`src/rtl/argmax_sequencer_if.sv`:
```
// Score stream in, winning class out: valid/ready bundle
// between the neuron array, argmax_sequencer and result sink.
interface argmax_sequencer_if #(
    parameter int DATA_W = 8,
    parameter int IDX_W  = 4
);
    logic              start;
    logic              flush;
    logic              in_valid;
    logic [DATA_W-1:0] in_data;
    logic              in_ready;
    logic              out_valid;
    logic              out_ready;
    logic [IDX_W-1:0]  out_index;
    logic [DATA_W-1:0] out_value;
    logic              busy;

    modport master (
        output start, flush, in_valid, in_data, out_ready,
        input  in_ready, out_valid, out_index, out_value, busy
    );

    modport slave (
        input  start, flush, in_valid, in_data, out_ready,
        output in_ready, out_valid, out_index, out_value, busy
    );
endinterface

```
`src/rtl/argmax_sequencer.sv`:
```
// Serial argmax over NUM_CLASSES unsigned scores, one per beat;
// a single comparator is reused for every beat of the frame.
module argmax_sequencer #(
    parameter int NUM_CLASSES = 10,
    parameter int DATA_W      = 8,
    parameter int IDX_W       = 4
) (
    input logic              clk,
    input logic              rst_n,
    argmax_sequencer_if.slave bus
);
    typedef enum logic [1:0] {
        IDLE,
        COLLECT,
        HOLD
    } state_t;

    state_t            state;
    state_t            stateNext;
    logic [IDX_W-1:0]  beatCnt;
    logic [IDX_W-1:0]  curIdx;
    logic [DATA_W-1:0] curMax;
    logic              accept;
    logic              lastBeat;
    logic              outFire;
    logic              clearFrame;

    assign accept   = (state == COLLECT) && bus.in_valid && !bus.flush;
    assign lastBeat = beatCnt == IDX_W'(NUM_CLASSES - 1);
    assign outFire  = (state == HOLD) && bus.out_ready;

    // A new frame opens from IDLE or on the result handshake.
    assign clearFrame = bus.start &&
                        ((state == IDLE) || outFire);

    always_ff @(posedge clk or negedge rst_n) begin
        if (!rst_n) begin
            state <= IDLE;
        end else begin
            state <= stateNext;
        end
    end

    always_comb begin
        stateNext = state;
        unique case (state)
            IDLE: begin
                if (bus.start) stateNext = COLLECT;
            end
            COLLECT: begin
                if (accept && lastBeat) stateNext = HOLD;
            end
            HOLD: begin
                if (bus.out_ready)
                    stateNext = bus.start ? COLLECT : IDLE;
            end
            default: stateNext = IDLE;
        endcase
        if (bus.flush) stateNext = IDLE;
    end

    always_ff @(posedge clk or negedge rst_n) begin
        if (!rst_n) begin
            beatCnt <= '0;
            curIdx  <= '0;
            curMax  <= '0;
        end else if (bus.flush) begin
            beatCnt <= '0;
        end else if (clearFrame) begin
            beatCnt <= '0;
            curIdx  <= '0;
            curMax  <= '0;
        end else if (accept) begin
            beatCnt <= beatCnt + IDX_W'(1);
            // >= lets a later equal score take the win.
            if (beatCnt == '0 || bus.in_data >= curMax) begin
                curMax <= bus.in_data;
                curIdx <= beatCnt;
            end
        end
    end

    assign bus.in_ready  = state == COLLECT;
    assign bus.out_valid = state == HOLD;
    assign bus.busy      = state != IDLE;
    assign bus.out_index = curIdx;
    assign bus.out_value = curMax;
endmodule

```
`src/flat_wrapper.sv`:
```
// flat-port wrapper written by rule: the top's interface ports become plain ports
module argmax_sequencer_flat 
#(
    parameter int NUM_CLASSES = 10,
    parameter int DATA_W      = 8,
    parameter int IDX_W       = 4
)
  (clk, rst_n, bus_start, bus_flush, bus_in_valid, bus_in_data, bus_out_ready, bus_in_ready, bus_out_valid, bus_out_index, bus_out_value, bus_busy);
  argmax_sequencer_if #(.DATA_W(DATA_W), .IDX_W(IDX_W)) bus_i ();
  input logic clk;
  input logic rst_n;
  input wire logic [$bits(bus_i.start)-1:0] bus_start;
  input wire logic [$bits(bus_i.flush)-1:0] bus_flush;
  input wire logic [$bits(bus_i.in_valid)-1:0] bus_in_valid;
  input wire logic [$bits(bus_i.in_data)-1:0] bus_in_data;
  input wire logic [$bits(bus_i.out_ready)-1:0] bus_out_ready;
  output wire logic [$bits(bus_i.in_ready)-1:0] bus_in_ready;
  output wire logic [$bits(bus_i.out_valid)-1:0] bus_out_valid;
  output wire logic [$bits(bus_i.out_index)-1:0] bus_out_index;
  output wire logic [$bits(bus_i.out_value)-1:0] bus_out_value;
  output wire logic [$bits(bus_i.busy)-1:0] bus_busy;
  assign bus_i.start = bus_start;
  assign bus_i.flush = bus_flush;
  assign bus_i.in_valid = bus_in_valid;
  assign bus_i.in_data = bus_in_data;
  assign bus_i.out_ready = bus_out_ready;
  assign bus_in_ready = bus_i.in_ready;
  assign bus_out_valid = bus_i.out_valid;
  assign bus_out_index = bus_i.out_index;
  assign bus_out_value = bus_i.out_value;
  assign bus_busy = bus_i.busy;
  argmax_sequencer #(.NUM_CLASSES(NUM_CLASSES), .DATA_W(DATA_W), .IDX_W(IDX_W)) u_core (.clk(clk), .rst_n(rst_n), .bus(bus_i));
endmodule
```
`config.mk`:
```
export PLATFORM = sky130hd
export DESIGN_NAME = argmax_sequencer_flat
export DESIGN_NICKNAME = d
export VERILOG_FILES = /design/src/rtl/argmax_sequencer_if.sv /design/src/rtl/argmax_sequencer.sv /design/src/flat_wrapper.sv
export SDC_FILE = /design/constraint.sdc
export NUM_CORES = 1
export LEC_CHECK = 0
export CORE_UTILIZATION = 40
export DETAILED_ROUTE_END_ITERATION = 7
export PLACE_DENSITY = 0.79
export SLEW_MARGIN = 20
export SYNTH_ARGS = -nofsm -noshare
export SYNTH_HDL_FRONTEND = slang
export SYNTH_SLANG_ARGS = --single-unit
```
`constraint.sdc`:
```
create_clock -name clk -period 2.62 [get_ports clk]
set_input_delay 0.393 -clock clk [delete_from_list [all_inputs] [get_ports clk]]
set_output_delay 0.393 -clock clk [all_outputs]
set_load 0.01 [all_outputs]
```
==> results.ini <==
[route]
first_iter_violations=7
firstDrtPassIters=4
routed_via_density=5.018
drtAntennaViolNets=0
vias=848
wl_met3_um=85
routedLengthMet1_um=980
route.met2.wl_um=960
drt_wl_total_um=2059
wl_per_cell_um=12.18
routed.top_layer=met4
drc=0

[synth]
synthTopCellsByCount=18 x dfrtp_1, 17 x inv_1, 16 x nand2_1, 12 x mux2i_1, 11 x ha_1
ys_ff_latch=18
synth_edf_count=0
synth_area_leaders=dfrtp_1 41%, ha_1 12%, mux2i_1 11%, inv_1 5.8%, nand2_1 5.4%
synth_area_mm2=0.001105
syn-mean-instance-area_um2=10.14
synth_top_family_by_area=simple AND/OR/NAND/NOR gates
syn-num-nets=134
yosysMostFrequentCell=dfrtp_1
yosys.area.top_type=dfrtp_1
yosysSeqAreaShare_pct=40.77
synth_top_area_share_pct=40.77
synth.area.mux_share_pct=11.89
async_reset_ff_share_pct=100.0
postSynthCellCount=109
synth_xor_area_share_pct=0.7928
synth_simple_gate_area_share_pct=16.31
yosysWarningCount=0
synth_compound_area_share_pct=8.947
synthAdderAreaFrac_pct=12.46
synth-main-ff-cell=dfrtp_1
synth_cell_types=28

[floorplan]
start_util_pct=43.41
dieArea_mm2=0.002976
rows=18
die_h_um=54.56
pin_count=29
die_x_um=54.56
core_mm2=0.002545

[power_and_ir_drop]
vdd_drop_max_uv=313.0
fin_total_pwr_mw=0.7113
power.leakage_nw=0.6614
p_per_area_mw_per_mm2=497.4

[finish]
final_nets=166
diodes=0
fin_cells=169
n_fill_cell=230
fin_area_mm2=0.001430
layout-drive-gt1-share_pct=7.194
area_delta_synth_final_pct=29.44

[worst_setup_path]
cp.arrival_ps=2650
reg2reg_from=u_core.bus.out_value[0]$_DFFE_PN0P_
start_kind=primary input
reg2reg_setup_slack_ps=360
endpoint_kind=flip-flop
r2r-end=u_core.bus.out_index[0]$_DFFE_PN0P_
critPathMaxFanout=12
critical_path_class=primary input to flip-flop
ff2ff_path_depth=6
worstPathRequired_ps=2830

[place]
dp_hpwl_um=1594
placed_cells=166
dp_worst_setup_slack_ps=-164.3
place.gp.congestion=0.8562
io_buffers=28
placed_area_mm2=0.001408

[clock_network]
path_clk_slew_ps=100
clockBufferDepth=2
holdBufCountCts=0
cts_resized=0
cts_setup_buffers=0
numCtsBuffers=3
cts_num_sinks=18
clock-root-buffer=clkbuf_4
htree_num_levels=1
clock_latency_ps=290
cts_tree=yes

[timing]
timing.final.crit_share_pct=93.02
fin_crit_ps=2437
fin_hold_ws_ps=532.5
clock_skew_ps=0.8721
slew_headroom_pct=44.11
hold_viol=0
setup_viol=0
drv_slew=0
grt_setup_unrepaired=no
worst_slew_pin_slew_ps=835.7
fmax_ghz=0.4103
fin_ws_ps=182.9

[min_path]
hold_path_class=flip-flop to flip-flop
hold_start=u_core.bus.out_index[1]$_DFFE_PN0P_
whs_endpoint=u_core.bus.out_index[1]$_DFFE_PN0P_
min_path_cells=2

[global_routing]
grt_max_degree=19
grt_pass1_vias=746
antenna_found_initial=0
grt_pass1_wl_um=3401
grt-ovfl-total=0
track_usage_pct=16.55

[flow_run]
max-cap-violations=0

[run_status]
status=complete, no violations

-- stage by stage --
step | utilization, % | setup TNS (ps)
after global placement | 55.31 | -856.6
after CTS | 56.19 | 0
after floorplan | - | 0
after detailed placement | 55.31 | -1469
final | 56.19 | 0
after global routing | 56.19 | 0
-- worst max path at each step --
stage	start	to	slack (ps)	cells past startpoint
final	bus_in_data[0]	u_core.bus.out_index[0]$_DFFE_PN0P_	180	8
after global routing	bus_in_data[0]	u_core.bus.out_index[0]$_DFFE_PN0P_	20	8
after CTS	bus_in_data[0]	u_core.bus.out_index[0]$_DFFE_PN0P_	140	8
after detailed placement	bus_in_data[0]	u_core.bus.out_index[0]$_DFFE_PN0P_	-160	8
after global placement	bus_in_data[0]	u_core.bus.out_index[1]$_DFFE_PN0P_	-90	8
after floorplan	u_core.bus.out_value[0]$_DFFE_PN0P_	u_core.bus.out_index[0]$_DFFE_PN0P_	730	7
-- area by class of cell --
type / instances / area [µm²] / share of cell area [%]
multi-input cells: 70 / 556.8 / 38.93
well taps: 30 / 37.54 / 2.625
flip-flops and latches: 18 / 450.4 / 31.50
repair buffers: 30 / 295.3 / 20.65
inverters: 18 / 67.56 / 4.724
clock buffers: 3 / 22.52 / 1.575
-- registers in the layout (all words and copies together), names as in the netlist --
name                  count
u_core.beatCnt            4
u_core.bus.out_index      4
u_core.state              2
u_core.bus.out_value      8
-- worst max-delay path, stage by stage --
cell             delay, ps
clkdlybuf4s50_1        480
inv_1                   40
ha_1                   260
nand2b_1                80
a2111oi_0               80
a211o_1                310
a221oi_4               700
mux2i_1                300
-- layout by cell type (no fill, tap or decap) --
cell type	Yosys	routed
inv_2	1	1
or2_2	1	1
and2b_1	1	1
clkdlybuf4s50_1	0	28
mux2_2	1	1
ha_1	11	11
xnor2_1	1	1
nand4_1	2	2
o21ai_0	3	3
nor2_1	3	3
o211ai_1	1	1
buf_4	0	2
nand2b_1	1	1
nor2b_1	1	1
nand3b_1	1	1
dfrtp_1	18	18
a2111oi_0	1	1
and3_4	1	1
a221oi_4	1	1
clkbuf_4	0	3
nor3b_1	1	1
a211o_1	3	3
inv_1	17	17
mux2i_1	12	12
a21oi_1	3	3
and3b_1	3	3
nand2_1	16	16
nand4b_1	2	2
-- cells by family (layout without fill, tap and decap cells) --
group                      Yosys count  count (layout)
and+or+nand+nor                     33              33
xor gates and xnor gates             1               1
DFF                                 18              18
AOI/OAI and AO/OA                   12              12
muxes                               13              13
adders and majority gates           11              11
buffers and inverters               21              51
-- where the power goes --
group | switching (mW) | internal [mW]
combinational | 0.110 | 0.133
clock | 0.0841 | 0.0536
sequential | 0.0199 | 0.311
total | 0.214 | 0.497
-- per-layer routing --
layer | vias up | track usage, %
li1 | 427 | -
met1 | 399 | 22.79
met2 | 19 | 25.81
met3 | 3 | 2.500
met4 | 0 | 6.410
met5 | - | 0
Note: power is estimated with default switching activity, not from simulation.
